===== src/rtl/down_timer_8.sv =====
// Loadable down-counting timer with pause/resume, one-shot or auto-reload
// mode and a clock prescaler. Emits a one-cycle tc pulse on each terminal count.
module down_timer_8 #(
  parameter int WIDTH    = 8,
  parameter int PRESCALE = 1
) (
  input  logic             clk,
  input  logic             reset,
  input  logic             load,
  input  logic [WIDTH-1:0] load_val,
  input  logic             start,
  input  logic             stop,
  input  logic             auto_reload,
  output logic [WIDTH-1:0] count,
  output logic             busy,
  output logic             done,
  output logic             tc,
  output logic [1:0]       dbg_state
);

  localparam int PW = (PRESCALE > 2) ? $clog2(PRESCALE) : 1;
  localparam logic [PW-1:0] PRE_LAST = PW'(PRESCALE - 1);

  typedef enum logic [1:0] {
    S_IDLE = 2'd0,
    S_RUN  = 2'd1,
    S_HOLD = 2'd2,
    S_DONE = 2'd3
  } state_t;

  state_t           state_q, state_d;
  logic [WIDTH-1:0] count_q, count_d;
  logic [WIDTH-1:0] reload_q, reload_d;
  logic [PW-1:0]    pre_q, pre_d;
  logic             tc_q, tc_d;

  always_ff @(posedge clk or negedge reset) begin
    if (!reset) begin
      state_q  <= S_IDLE;
      count_q  <= '0;
      reload_q <= '0;
      pre_q    <= '0;
      tc_q     <= 1'b0;
    end else begin
      state_q  <= state_d;
      count_q  <= count_d;
      reload_q <= reload_d;
      pre_q    <= pre_d;
      tc_q     <= tc_d;
    end
  end

  // Priority per edge is load > stop > start; tc defaults low so it only
  // survives the single cycle after a terminal tick.
  always_comb begin
    state_d  = state_q;
    count_d  = count_q;
    reload_d = reload_q;
    pre_d    = pre_q;
    tc_d     = 1'b0;
    if (load) begin
      count_d  = load_val;
      reload_d = load_val;
      pre_d    = '0;
      state_d  = S_IDLE;
    end else begin
      case (state_q)
        S_IDLE, S_DONE: begin
          if (!stop && start && (count_q != '0)) begin
            state_d = S_RUN;
            pre_d   = '0;
          end
        end
        S_HOLD: begin
          if (!stop && start) state_d = S_RUN;
        end
        S_RUN: begin
          if (stop) begin
            state_d = S_HOLD;
          end else if (pre_q == PRE_LAST) begin
            pre_d = '0;
            if (count_q > WIDTH'(1)) begin
              count_d = count_q - WIDTH'(1);
            end else if (count_q == WIDTH'(1)) begin
              tc_d = 1'b1;
              if (auto_reload) begin
                count_d = reload_q;
              end else begin
                count_d = '0;
                state_d = S_DONE;
              end
            end
          end else begin
            pre_d = pre_q + PW'(1);
          end
        end
        default: state_d = S_IDLE;
      endcase
    end
  end

  assign count     = count_q;
  assign busy      = (state_q == S_RUN);
  assign done      = (state_q == S_DONE);
  assign tc        = tc_q;
  assign dbg_state = state_q;

endmodule


===== config.mk =====
export PLATFORM = sky130hd
export DESIGN_NAME = down_timer_8
export DESIGN_NICKNAME = d
export VERILOG_FILES = /design/src/rtl/down_timer_8.sv
export SDC_FILE = /design/constraint.sdc
export NUM_CORES = 1
export LEC_CHECK = 0
export BUFFER_PORTS_ARGS = -buffer_cell sky130_fd_sc_hd__buf_2
export CELL_PAD_IN_SITES_DETAIL_PLACEMENT = 1
export CELL_PAD_IN_SITES_GLOBAL_PLACEMENT = 1
export CORE_UTILIZATION = 41
export CTS_BUF_LIST = sky130_fd_sc_hd__clkbuf_8
export CTS_CLUSTER_DIAMETER = 80
export CTS_CLUSTER_SIZE = 10
export DETAILED_ROUTE_END_ITERATION = 16
export PLACE_DENSITY = 0.77
export SLEW_MARGIN = 20
export SYNTH_ARGS = -nofsm -noshare
export SYNTH_HDL_FRONTEND = slang
export SYNTH_SLANG_ARGS = --single-unit

===== constraint.sdc =====
create_clock -name clk -period 2.3 [get_ports clk]
set_clock_uncertainty 0.05 [all_clocks]
set_input_delay 0.575 -clock clk [delete_from_list [all_inputs] [get_ports clk]]
set_output_delay 0.575 -clock clk [all_outputs]
set_load 0.02 [all_outputs]

; ---- Yosys cells after proc, flatten, opt, wreduce, memory -nomap -nowiden
; Index checks and enable logic that the tools add are counted.
[classes]
addsub = 2
magnitude_cmp = 1
eq_ne = 13
n_mux = 27
n_reduce_logical = 12
[op_table]
columns = op, n
row1 = $mux 8, 7
row2 = $mux 2, 8
row3 = $ne 4x4->1 const B, 3
row4 = $mux 1, 10
row5 = $ne 3x3->1 const B, 3
row6 = $eq 8x1->1 const B, 1
row7 = $gt 8x1->1 const B, 1
row8 = $reduce_bool 8->1, 1
row9 = $sub 8x1->8 const B, 1
row10 = $pmux 2 s3, 1
row11 = $reduce_and 6->1, 1
row12 = $reduce_bool 3->1, 2
row13 = $eq 2x2->1 const B, 2
row14 = $ne 2x2->1 const B, 2
row15 = $ne 4x3->1 const B, 1
row16 = $reduce_and 4->1, 1
row17 = $reduce_and 3->1, 1
row18 = $eq 2x1->1 const B, 1
row19 = $logic_and 1x1->1, 2
row20 = $logic_not 2->1, 1
row21 = $pmux 1 s2, 1
row22 = $reduce_bool 2->1, 1
row23 = $reduce_or 2->1, 1
row24 = $add 1x1->1 const B, 1
row25 = $logic_not 1->1, 1
[totals]
register_bits = 20
input_bits = 14
out_inout_bits = 13
word_cells = 60

; ---- Depth between registers and ports, before layout
; Gate-level depths: netlist of the first run.
[depth]
depth_word = 7
ltp_mapped = 7
mapped_depth_nobuf = 6

; ---- Least setup slack after synthesis of the first run
; OpenSTA, ideal clock, no wires.
[synth_path]
path_kind = register to register
start = register count_q[7], in the netlist count[7]
end = register count_q[0], in the netlist count[0]
setup_time_ns = 0.080
arrival_time_ns = 1.991
t_required_ns = 2.170
path_slack_ns = 0.179
stages_incl_launch_ff = 6
period_less_slack_ns = 2.121
path_cell_list = dfrtp_1 or4_4 buf_6 or3_4 mux2_4 o211ai_2
[synth_between]
elab_chain_cells = 6
[synth_lines]
columns = element, line
row1 = from (decl), 32  ; logic [WIDTH-1:0] count_q, count_d;
row2 = from (signal assigned), 46  ; count_q <= count_d;
row3 = $gt 8x1->1, 82  ; if (count_q > WIDTH'(1)) begin
row4 = $mux 8, 82
row5 = $mux 8, 80  ; end else if (pre_q == PRE_LAST) begin
row6 = $mux 8, 78  ; if (stop) begin
row7 = $mux 8, 67  ; case (state_q)
row8 = $mux 8, 61  ; if (load) begin
; Several ways; a longest one is shown, not always the timed one. The select of a mux whose other input is x is not followed.
; A chain may end at the register's enable or synchronous reset.

; ---- Final worst setup path of the first run
[layout_path]
start = register count_q[1], in the netlist count[1]
end = register count_q[2], in the netlist count[2]
[layout_between]
elab_chain_cells = 6
[layout_lines]
columns = element, line
row1 = $sub 8x1->8 or $gt 8x1->1 (tied branches), "83, 82"
row2 = $mux 8, 82
row3 = $mux 8, 80
row4 = $mux 8, 78
row5 = $mux 8, 67
row6 = $mux 8, 61
; Several ways; a longest one is shown, not always the timed one. The select of a mux whose other input is x is not followed.

==> flow_results.xml, run 1 <==
<?xml version="1.0" encoding="UTF-8"?>
<metrics>
  <group name="final_layout">
    <metric name="area_grow_syn2layout" unit="%">17.83</metric>
    <metric name="fin_nets" unit="">187</metric>
    <metric name="utilization" unit="%">51.87</metric>
    <metric name="num-fill-cells" unit="">342</metric>
    <metric name="drive_above_1_share" unit="%">27.71</metric>
    <metric name="mostFrequentLayoutCell" unit="">sky130_fd_sc_hd__buf_2</metric>
    <metric name="antennaDiodeCount" unit="">0</metric>
    <metric name="layout.cell_area.non_filler" unit="um^2">1455</metric>
    <metric name="most_used_cells_in_the_layout_excluding_fill_and_tap_cells" unit="">sky130_fd_sc_hd__buf_2, sky130_fd_sc_hd__dfrtp_1, sky130_fd_sc_hd__inv_1, sky130_fd_sc_hd__nand2_1, sky130_fd_sc_hd__o21ai_0</metric>
  </group>
  <group name="timing">
    <metric name="period_share" unit="%">92.60</metric>
    <metric name="finalSetupViolations" unit="">0</metric>
    <metric name="fmax" unit="MHz">469.5</metric>
    <metric name="rsz0062_at_grt" unit="">false</metric>
    <metric name="whs" unit="ns">0.2053</metric>
    <metric name="final_total_negative_setup_slack" unit="ns">0</metric>
    <metric name="fin_crit" unit="ns">2.130</metric>
    <metric name="hold_violations" unit="">0</metric>
    <metric name="final_max_slew_viol_count" unit="">0</metric>
    <metric name="worst-slew-pin-transition" unit="ns">0.4549</metric>
    <metric name="max_slew_margin" unit="%">69.67</metric>
  </group>
  <group name="synth">
    <metric name="synth.distinct_cells" unit="">39</metric>
    <metric name="seq_area_frac_synth" unit="%">38.50</metric>
    <metric name="async_flop_share" unit="%">100.0</metric>
    <metric name="synth_area" unit="um^2">1235</metric>
    <metric name="postSynthAreaPerCell" unit="um^2">8.884</metric>
    <metric name="count_of_flip_flops_with_a_built_in_enable_after_synthesis" unit="">0</metric>
    <metric name="postSynthCellCount" unit="">139</metric>
    <metric name="synth_fp_nets" unit="">159</metric>
    <metric name="yosys_register_bits" unit="">19</metric>
    <metric name="ys_warn_count" unit="">0</metric>
    <metric name="ys.flop_type" unit="">sky130_fd_sc_hd__dfrtp_1</metric>
  </group>
  <group name="die">
    <metric name="die_area" unit="um^2">3235</metric>
    <metric name="floorplan.die.width" unit="um">56.88</metric>
    <metric name="chipHeight" unit="um">56.88</metric>
    <metric name="core_region_area" unit="um^2">2805</metric>
    <metric name="ios" unit="">27</metric>
    <metric name="initial_core_util" unit="%">44.02</metric>
    <metric name="std_cell_rows" unit="">19</metric>
  </group>
  <group name="global_route">
    <metric name="grt_start_max_net_pins" unit="">20</metric>
    <metric name="top_usage_layer" unit="">met2</metric>
    <metric name="antenna_found_initial" unit="">0</metric>
    <metric name="grt_pass1_vias" unit="">1207</metric>
    <metric name="grtUsageMet2" unit="%">41.01</metric>
    <metric name="global_route_wire_length_before_repair" unit="mm">5.858</metric>
    <metric name="grtUsageMet1" unit="%">31.12</metric>
    <metric name="globalRouteTotalUtil" unit="%">23.57</metric>
    <metric name="globalRouteMet3Util" unit="%">2.535</metric>
    <metric name="grt.overflow.total" unit="">0</metric>
  </group>
  <group name="power">
    <metric name="p_leak" unit="nW">0.6992</metric>
    <metric name="vdd.ir_drop.worst" unit="mV">0.3965</metric>
    <metric name="power.density_cell_area" unit="nW/um^2">865.9</metric>
    <metric name="total_power" unit="mW">1.260</metric>
  </group>
  <group name="detailed_routing">
    <metric name="route.detailed.drc" unit="">0</metric>
    <metric name="final_wl" unit="mm">3.444</metric>
    <metric name="detail_route.iter0.violations" unit="">36</metric>
    <metric name="drt_pre_antenna_iters" unit="">6</metric>
    <metric name="drtAntennaViolNets" unit="">0</metric>
    <metric name="detail_route.wl_per_cell" unit="um">17.48</metric>
    <metric name="num_vias" unit="">1152</metric>
    <metric name="routed_via_density" unit="">5.848</metric>
  </group>
  <group name="worst_setup_path">
    <metric name="r2r_end" unit="">count[2]</metric>
    <metric name="setup.reg_to_reg.worst_slack" unit="ns">0.17</metric>
    <metric name="timing.critical_path.fanout_max" unit="">6</metric>
    <metric name="rr_worst_depth" unit="">5</metric>
    <metric name="critical_path.reg2reg.startpoint" unit="">count[1]</metric>
    <metric name="timing.critical_path.arrival" unit="ns">2.21</metric>
    <metric name="crit_end_category" unit="">flop</metric>
    <metric name="setup.worst_path.start_class" unit="">flop</metric>
    <metric name="cp_data_required_time" unit="ns">2.38</metric>
    <metric name="worst-setup-path-type" unit="">reg2reg</metric>
  </group>
  <group name="clock_network">
    <metric name="clk_pin_slew_worst_paths" unit="ns">0.07</metric>
    <metric name="holdBufCountCts" unit="">0</metric>
    <metric name="cts_max_level" unit="">1</metric>
    <metric name="tritoncts_clock_tree" unit="">yes</metric>
    <metric name="clock_tree.root_cell" unit="">sky130_fd_sc_hd__clkbuf_8</metric>
    <metric name="insertion_delay" unit="ns">0.26</metric>
    <metric name="post_cts_resized" unit="">0</metric>
    <metric name="cts_post_setup_buffers_inserted" unit="">0</metric>
    <metric name="clockBufferDepth" unit="">2</metric>
    <metric name="tritoncts.num_buffers" unit="">3</metric>
    <metric name="cts_sinks" unit="">19</metric>
  </group>
  <group name="placement">
    <metric name="dp.final_hpwl" unit="mm">2.535</metric>
    <metric name="numPortBuffers" unit="">26</metric>
    <metric name="gp_routability_congestion" unit="">0.8756</metric>
    <metric name="place_area" unit="um^2">1410</metric>
  </group>
  <group name="hold_path">
    <metric name="holdCritPathClass" unit="">in2async</metric>
  </group>
  <group name="job">
    <metric name="max_cap_viol_count" unit="">0</metric>
  </group>
  <group name="run_status">
    <metric name="status" unit="">completed</metric>
  </group>
</metrics>
routing by layer:
layer / vias up / share of wire, %
met5: - / 0
met4: 0 / 0.61
met3: 3 / 4.2
met2: 29 / 50
met1: 562 / 45
li1: 558 / -
layout make-up:
class                   instances  area (um^2)  area share (%)
clock buffers                   3        41.29           2.837
clock inverters                 1        3.754          0.2580
inverters                      13        48.80           3.353
multi-input cells              97        664.4           45.66
flip-flops and latches         19        475.5           32.67
well taps                      31        38.79           2.666
repair buffers                 33        182.7           12.55
power breakdown:
group / total, mW / switching [mW] / internal (mW)
logic: 0.566 / 0.335 / 0.232
registers: 0.457 / 0.0686 / 0.388
clock network: 0.237 / 0.118 / 0.119
sequential cells by signal (all words and copies together) (netlist names):
register	cells
count	8
dbg_state	2
reload_q	8
tc	1
worst max-delay path, stage by stage, from the launching register on:
cell and delay (ns):
sky130_fd_sc_hd__dfrtp_1 0.43, sky130_fd_sc_hd__inv_1 0.11, sky130_fd_sc_hd__ha_1 0.25, sky130_fd_sc_hd__or4b_2 0.64, sky130_fd_sc_hd__o21bai_1 0.37, sky130_fd_sc_hd__o21ai_0 0.15
worst max path at each step:
| stage | startpoint | end | slack [ns] |
|---|---|---|---|
| after floorplan | count[7] | count[0] | 0.18 |
| after global placement | count[1] | count[2] | 0.25 |
| after detailed placement | count[1] | count[2] | 0.20 |
| after CTS | count[7] | count[0] | 0.18 |
| after global routing | count[1] | count[3] | 0.03 |
| final | count[1] | count[2] | 0.17 |
synth_stat cells, types with 2 or more instances:
cell type / instances / area [um^2]
sky130_fd_sc_hd__o31ai_1: 4 / 30.03
sky130_fd_sc_hd__o21ai_0: 11 / 55.05
sky130_fd_sc_hd__dfrtp_1: 19 / 475.5
sky130_fd_sc_hd__nor2_1: 8 / 30.03
sky130_fd_sc_hd__or4_1: 3 / 22.52
sky130_fd_sc_hd__ha_1: 6 / 75.07
sky130_fd_sc_hd__a21oi_1: 3 / 15.01
sky130_fd_sc_hd__nand4_1: 3 / 18.77
sky130_fd_sc_hd__clkbuf_1: 8 / 30.03
sky130_fd_sc_hd__inv_1: 13 / 48.80
sky130_fd_sc_hd__a22oi_1: 7 / 52.55
sky130_fd_sc_hd__nor4_1: 2 / 12.51
sky130_fd_sc_hd__nand2_1: 12 / 45.04
sky130_fd_sc_hd__nor3_1: 2 / 10.01
sky130_fd_sc_hd__nand3_1: 6 / 30.03
sky130_fd_sc_hd__nor2b_1: 2 / 12.51
sky130_fd_sc_hd__mux2i_1: 3 / 30.03
sky130_fd_sc_hd__mux2_2: 3 / 33.78
sky130_fd_sc_hd__a31oi_1: 3 / 18.77
sky130_fd_sc_hd__a2bb2oi_1: 2 / 17.52
metrics by stage:
| step | cells | setup slack (ns) |
|---|---|---|
| finish | 197 | 0.1702 |
| global route | 197 | 0.02538 |
| CTS | 197 | 0.1830 |
| detailed placement | 193 | 0.1995 |
| global placement | 193 | 0.2463 |
| floorplan | 139 | 0.1792 |
cell families (layout without fill, tap and decap cells):
group / after synthesis / after routing / share of synthesized area, %
simple gates: 45 / 45 / 19.55
compound gates: 39 / 39 / 21.78
buf+inv: 23 / 50 / 7.700
flops: 19 / 19 / 38.50
mux: 7 / 7 / 6.383
fa+ha+maj: 6 / 6 / 6.079
Power figures use the tool's default switching activity.
==> run 2, diff against run 1 <==
CORE_UTILIZATION = 25   (was 41)
PLACE_DENSITY = 0.5   (was 0.77)
==> run 2 against run 1 <==
  * Setup slack got worse by 0.0086 ns
  * Die area increased by 62%
  * Sequential share of layout area is 1.2 points lower
  * Clock-buffer cell count is the same
  * Critical path depth shrank 1
  * Flip-flop and latch count unchanged
  * Power rose by 1.8%
  * Sequential power fell by 1%
==> flow_results.xml, run 2 (synthesis gave the netlist of run 1 again) <==
<?xml version="1.0" encoding="UTF-8"?>
<metrics>
  <group name="global_route">
    <metric name="global_route_wire_length_before_repair" unit="mm">6.444</metric>
    <metric name="grt.overflow.total" unit="">0</metric>
    <metric name="antenna_found_initial" unit="">0</metric>
    <metric name="grt_start_max_net_pins" unit="">20</metric>
    <metric name="globalRouteTotalUtil" unit="%">16.58</metric>
    <metric name="grt_pass1_vias" unit="">1230</metric>
  </group>
  <group name="worst_setup_path">
    <metric name="worst-setup-path-type" unit="">reg2reg</metric>
    <metric name="critical_path.reg2reg.startpoint" unit="">count[7]</metric>
    <metric name="timing.critical_path.arrival" unit="ns">2.28</metric>
    <metric name="r2r_end" unit="">count[0]</metric>
    <metric name="path_cells" unit="">or4_4, or3_4, mux2_4, o211ai_2</metric>
    <metric name="crit_end_category" unit="">flop</metric>
    <metric name="setup.reg_to_reg.worst_slack" unit="ns">0.16</metric>
    <metric name="rr_worst_depth" unit="">4</metric>
    <metric name="cell_with_the_largest_stage_delay_on_the_worst_path" unit="">sky130_fd_sc_hd__or4_4</metric>
    <metric name="timing.critical_path.fanout_max" unit="">8</metric>
    <metric name="cp_data_required_time" unit="ns">2.44</metric>
    <metric name="critical_path.startpoint" unit="">count[7]</metric>
    <metric name="setup.worst_path.start_class" unit="">flop</metric>
    <metric name="maximum_cell_stage_delay_along_the_critical_path" unit="ns">0.63</metric>
  </group>
  <group name="detailed_routing">
    <metric name="num_vias" unit="">1160</metric>
    <metric name="drtAntennaViolNets" unit="">0</metric>
    <metric name="route.detailed.drc" unit="">0</metric>
    <metric name="final_wl" unit="mm">3.874</metric>
    <metric name="detail_route.wl_per_cell" unit="um">16.56</metric>
    <metric name="detail_route.iter0.violations" unit="">36</metric>
    <metric name="drt_pre_antenna_iters" unit="">4</metric>
    <metric name="routed_via_density" unit="">4.957</metric>
  </group>
  <group name="timing">
    <metric name="period_share" unit="%">92.97</metric>
    <metric name="hold_violations" unit="">0</metric>
    <metric name="final_total_negative_setup_slack" unit="ns">0</metric>
    <metric name="fmax" unit="MHz">467.6</metric>
    <metric name="final_max_slew_viol_count" unit="">0</metric>
    <metric name="worst-slew-pin-transition" unit="ns">0.4956</metric>
    <metric name="finalSetupViolations" unit="">0</metric>
    <metric name="rsz0062_at_grt" unit="">false</metric>
    <metric name="fin_crit" unit="ns">2.138</metric>
    <metric name="max_slew_margin" unit="%">66.96</metric>
  </group>
  <group name="die">
    <metric name="floorplan.die.width" unit="um">72.29</metric>
    <metric name="initial_core_util" unit="%">26.15</metric>
    <metric name="ios" unit="">27</metric>
    <metric name="die_area" unit="um^2">5225</metric>
    <metric name="chipHeight" unit="um">72.29</metric>
    <metric name="core_region_area" unit="um^2">4723</metric>
    <metric name="std_cell_rows" unit="">25</metric>
  </group>
  <group name="clock_network">
    <metric name="clk_pin_slew_worst_paths" unit="ns">0.08</metric>
    <metric name="clock_tree.root_cell" unit="">sky130_fd_sc_hd__clkbuf_8</metric>
    <metric name="cts_max_level" unit="">1</metric>
    <metric name="insertion_delay" unit="ns">0.27</metric>
    <metric name="tritoncts.num_buffers" unit="">3</metric>
    <metric name="cts_sinks" unit="">19</metric>
    <metric name="holdBufCountCts" unit="">0</metric>
    <metric name="tritoncts_clock_tree" unit="">yes</metric>
    <metric name="clockBufferDepth" unit="">2</metric>
  </group>
  <group name="final_layout">
    <metric name="antennaDiodeCount" unit="">0</metric>
    <metric name="area_grow_syn2layout" unit="%">22.39</metric>
    <metric name="mostFrequentLayoutCell" unit="">sky130_fd_sc_hd__buf_2</metric>
    <metric name="drive_above_1_share" unit="%">28.74</metric>
    <metric name="most_used_cells_in_the_layout_excluding_fill_and_tap_cells" unit="">sky130_fd_sc_hd__buf_2, sky130_fd_sc_hd__dfrtp_1, sky130_fd_sc_hd__inv_1, sky130_fd_sc_hd__nand2_1, sky130_fd_sc_hd__o21ai_0</metric>
    <metric name="fin_nets" unit="">188</metric>
  </group>
  <group name="run_status">
    <metric name="status" unit="">completed</metric>
  </group>
  <group name="placement">
    <metric name="gp_routability_congestion" unit="">0.7938</metric>
    <metric name="numPortBuffers" unit="">26</metric>
    <metric name="dp.final_hpwl" unit="mm">2.889</metric>
  </group>
  <group name="power">
    <metric name="power.density_cell_area" unit="nW/um^2">848.5</metric>
    <metric name="p_leak" unit="nW">0.7048</metric>
    <metric name="vdd.ir_drop.worst" unit="mV">0.2260</metric>
    <metric name="total_power" unit="mW">1.282</metric>
  </group>
  <group name="hold_path">
    <metric name="holdCritPathClass" unit="">in2async</metric>
  </group>
  <group name="job">
    <metric name="max_cap_viol_count" unit="">0</metric>
  </group>
</metrics>
run 2: changes by cell type in the layout (fill, tap and decap cells not counted):
cell                       delta
sky130_fd_sc_hd__buf_4        +1
sky130_fd_sc_hd__o21bai_2     +1
sky130_fd_sc_hd__o21bai_1     -1
run 2: cell type report:
cell class	instances	area (um^2)
clock buffer	3	41.29
clock inverter	1	3.754
fill	572	3212
inverter	13	48.80
multi-input combinational	97	668.1
sequential	19	475.5
tap	67	83.83
timing repair buffer	34	190.2
run 2: critical path: cells and delay by family (launching register included):
| kind | cells | cell delay, ns |
|---|---|---|
| AND/OR/NAND/NOR | 2 | 1.09 |
| AO/OA/AOI/OAI | 1 | 0.15 |
| multiplexers | 1 | 0.31 |
| flip-flops | 1 | 0.45 |
run 2: per-layer routing:
metal	up-vias	wire, um	global-route usage, %
li1	559	-	-
met1	576	1856	21.82
met2	20	1877	27.62
met3	5	90	2.639
met4	0	50	5.664
met5	-	0	0
run 2: metrics by stage:
stage               cell area (um^2)  utilization, %  instances  hold WS, ns  setup slack (ns)
floorplan                       1235               -        139       0.2294            0.1792
global placement                1463           30.97        230       0.4447            0.2138
detailed placement              1463           30.97        230       0.4556            0.1665
CTS                             1508           31.92        234       0.2269            0.1074
global route                    1511           32.00        234       0.2496           0.05780
finish                          1511           32.00        234       0.2107            0.1616
run 2: power breakdown:
group          switching [mW]  leakage, nW  total, mW  internal, mW
clock                   0.125       0.0269      0.244         0.119
combinational           0.348        0.444      0.586         0.238
sequential             0.0640        0.234      0.452         0.388
total                   0.537        0.705       1.28         0.745
run 2: what timing repair did:
item                       CTS  global route
buffers inserted             0             0
setup endpoints to repair    0             3
resized for setup            0             1
run 2: how the worst max path moves through the flow:
stage,endpoint,slack [ns],cells after the start
global route,count[6],0.06,6
CTS,count[2],0.11,5
finish,count[0],0.16,4
detailed placement,count[2],0.17,5
global placement,count[0],0.21,4
floorplan,count[0],0.18,5
==> run 3, diff against run 2 <==
RECOVER_POWER = 50   (was default)
==> run 3 against run 2 <==
  * Via count about the same
  * Routed wire length about the same
  * Clock-buffer cell count unchanged
  * Die area unchanged
  * Hold slack better by 0.26 ns
  * Critical path depth unchanged
  * Utilization down 0.13 points
==> flow_results.xml, run 3 (synthesis gave the netlist of run 1 again) <==
<?xml version="1.0" encoding="UTF-8"?>
<metrics>
  <group name="global_route">
    <metric name="grt_pass1_vias" unit="">1230</metric>
    <metric name="grt.overflow.total" unit="">0</metric>
    <metric name="globalRouteTotalUtil" unit="%">16.58</metric>
    <metric name="antenna_found_initial" unit="">0</metric>
    <metric name="global_route_wire_length_before_repair" unit="mm">6.444</metric>
    <metric name="grt_start_max_net_pins" unit="">20</metric>
  </group>
  <group name="worst_setup_path">
    <metric name="crit_end_category" unit="">flop</metric>
    <metric name="maximum_cell_stage_delay_along_the_critical_path" unit="ns">0.63</metric>
    <metric name="timing.critical_path.arrival" unit="ns">2.28</metric>
    <metric name="path_cells" unit="">or4_4, or3_4, mux2_4, o211ai_2</metric>
    <metric name="timing.critical_path.fanout_max" unit="">8</metric>
    <metric name="cell_with_the_largest_stage_delay_on_the_worst_path" unit="">sky130_fd_sc_hd__or4_4</metric>
    <metric name="setup.worst_path.start_class" unit="">flop</metric>
    <metric name="cp_data_required_time" unit="ns">2.44</metric>
    <metric name="worst-path-buf-inv" unit="">0</metric>
    <metric name="worst-setup-path-type" unit="">reg2reg</metric>
    <metric name="crit_family" unit="">simple AND/OR/NAND/NOR gates</metric>
  </group>
  <group name="clock_network">
    <metric name="clockBufferDepth" unit="">2</metric>
    <metric name="tritoncts.num_buffers" unit="">3</metric>
    <metric name="insertion_delay" unit="ns">0.27</metric>
    <metric name="clock_tree.root_cell" unit="">sky130_fd_sc_hd__clkbuf_8</metric>
    <metric name="clk_pin_slew_worst_paths" unit="ns">0.08</metric>
    <metric name="cts_sinks" unit="">19</metric>
    <metric name="cts_max_level" unit="">1</metric>
    <metric name="tritoncts_clock_tree" unit="">yes</metric>
  </group>
  <group name="run_status">
    <metric name="status" unit="">completed</metric>
  </group>
  <group name="final_layout">
    <metric name="instances_no_fill" unit="">234</metric>
    <metric name="multi_input_area" unit="um^2">668.1</metric>
    <metric name="drive_above_1_share" unit="%">26.95</metric>
    <metric name="final-seq-area" unit="um^2">475.5</metric>
    <metric name="fin_nets" unit="">188</metric>
    <metric name="area_grow_syn2layout" unit="%">21.88</metric>
    <metric name="most_used_cells_in_the_layout_excluding_fill_and_tap_cells" unit="">sky130_fd_sc_hd__buf_2, sky130_fd_sc_hd__dfrtp_1, sky130_fd_sc_hd__inv_1, sky130_fd_sc_hd__nand2_1, sky130_fd_sc_hd__o21ai_0</metric>
    <metric name="num-fill-cells" unit="">572</metric>
    <metric name="antennaDiodeCount" unit="">0</metric>
    <metric name="mostFrequentLayoutCell" unit="">sky130_fd_sc_hd__buf_2</metric>
  </group>
  <group name="detailed_routing">
    <metric name="detail_route.iter0.violations" unit="">36</metric>
    <metric name="uppermost_metal_layer_occupied_by_signal_nets" unit="">met4</metric>
    <metric name="met2RoutedLength" unit="mm">1.877</metric>
    <metric name="drt_pre_antenna_iters" unit="">4</metric>
    <metric name="final_wl" unit="mm">3.876</metric>
    <metric name="wl_met1" unit="mm">1.857</metric>
    <metric name="detailroute.wirelength.met3" unit="um">90</metric>
    <metric name="detail_route.wl_per_cell" unit="um">16.56</metric>
    <metric name="routed_via_density" unit="">4.953</metric>
    <metric name="num_vias" unit="">1159</metric>
    <metric name="drtAntennaViolNets" unit="">0</metric>
    <metric name="route.detailed.drc" unit="">0</metric>
  </group>
  <group name="timing">
    <metric name="finalSetupViolations" unit="">0</metric>
    <metric name="hold_violations" unit="">0</metric>
    <metric name="final_total_negative_setup_slack" unit="ns">0</metric>
    <metric name="final_max_slew_viol_count" unit="">0</metric>
    <metric name="fin_crit" unit="ns">2.138</metric>
    <metric name="rsz0062_at_grt" unit="">false</metric>
    <metric name="period_share" unit="%">92.97</metric>
    <metric name="fmax" unit="MHz">467.6</metric>
    <metric name="max_slew_margin" unit="%">21.19</metric>
    <metric name="worst-slew-pin-transition" unit="ns">1.182</metric>
  </group>
  <group name="die">
    <metric name="floorplan.die.width" unit="um">72.29</metric>
    <metric name="die_area" unit="um^2">5225</metric>
    <metric name="core_region_area" unit="um^2">4723</metric>
    <metric name="initial_core_util" unit="%">26.15</metric>
    <metric name="ios" unit="">27</metric>
    <metric name="std_cell_rows" unit="">25</metric>
    <metric name="chipHeight" unit="um">72.29</metric>
  </group>
  <group name="job">
    <metric name="max_cap_viol_count" unit="">0</metric>
  </group>
  <group name="hold_path">
    <metric name="holdCritPathClass" unit="">in2async</metric>
  </group>
  <group name="power">
    <metric name="vdd.ir_drop.worst" unit="mV">0.2260</metric>
    <metric name="power.density_cell_area" unit="nW/um^2">851.1</metric>
    <metric name="p_leak" unit="nW">0.6957</metric>
  </group>
  <group name="placement">
    <metric name="gp_routability_congestion" unit="">0.7938</metric>
    <metric name="numPortBuffers" unit="">26</metric>
    <metric name="dp.final_hpwl" unit="mm">2.889</metric>
    <metric name="placedCellCount" unit="">230</metric>
  </group>
</metrics>
run 3: worst paths after layout:
| kind | from | to | slack [ns] | cells after the start |
|---|---|---|---|---|
| max | count[7] | count[0] | 0.16 | 4 |
| min | reset | count[3] | 0.47 | 1 |
| max reg2reg | count[7] | count[0] | 0.16 | 4 |
| min reg2reg | reload_q[3] | reload_q[3] | 0.47 | 1 |
| max in group asynchronous | reset | reload_q[6] | 1.02 | 1 |
| min in group clk | reload_q[3] | reload_q[3] | 0.47 | 1 |
run 3: timing repair:
action / 4_1_cts / 5_1_grt
hold buffers: 0 / 0
resized for setup: 0 / 1
buffers inserted: 0 / 0
endpoints found under the setup margin: 0 / 3
run 3: report_power, final:
group	leakage [nW]	switching (mW)	total, mW	internal [mW]
sequential	0.234	0.0640	0.452	0.388
clock	0.0269	0.125	0.244	0.119
combinational	0.435	0.348	0.585	0.236
run 3: metal layers:
metal,track usage [%],up-vias
met4,5.664,0
met5,0,-
met2,27.62,20
met3,2.639,5
met1,21.82,575
li1,-,559
run 3: cell type report:
| type | count | area share, % |
|---|---|---|
| clock buffer | 3 | 2.743 |
| clock inverter | 1 | 0.2494 |
| inverter | 13 | 3.242 |
| multi-input combinational | 97 | 44.39 |
| sequential | 19 | 31.59 |
| tap | 67 | 5.569 |
| timing repair buffer | 34 | 12.22 |
run 3: worst register-to-register path, delay by kind of cell, from the launching register on:
| kind | cells | cell delay [ns] |
|---|---|---|
| simple gates | 2 | 1.09 |
| mux | 1 | 0.32 |
| flops | 1 | 0.45 |
| compound gates | 1 | 0.15 |
run 3: per-stage QoR:
stage	cell area [um^2]	util (%)	setup WS (ns)	hold WS (ns)	power (mW)
floorplan	1235	-	0.1792	0.2294	0.8412
global placement	1463	30.97	0.2138	0.4447	1.034
detailed placement	1463	30.97	0.1665	0.4556	1.045
CTS	1508	31.92	0.1074	0.2269	1.306
global route	1505	31.87	0.03461	0.5131	1.373
finish	1505	31.87	0.1616	0.4686	1.281
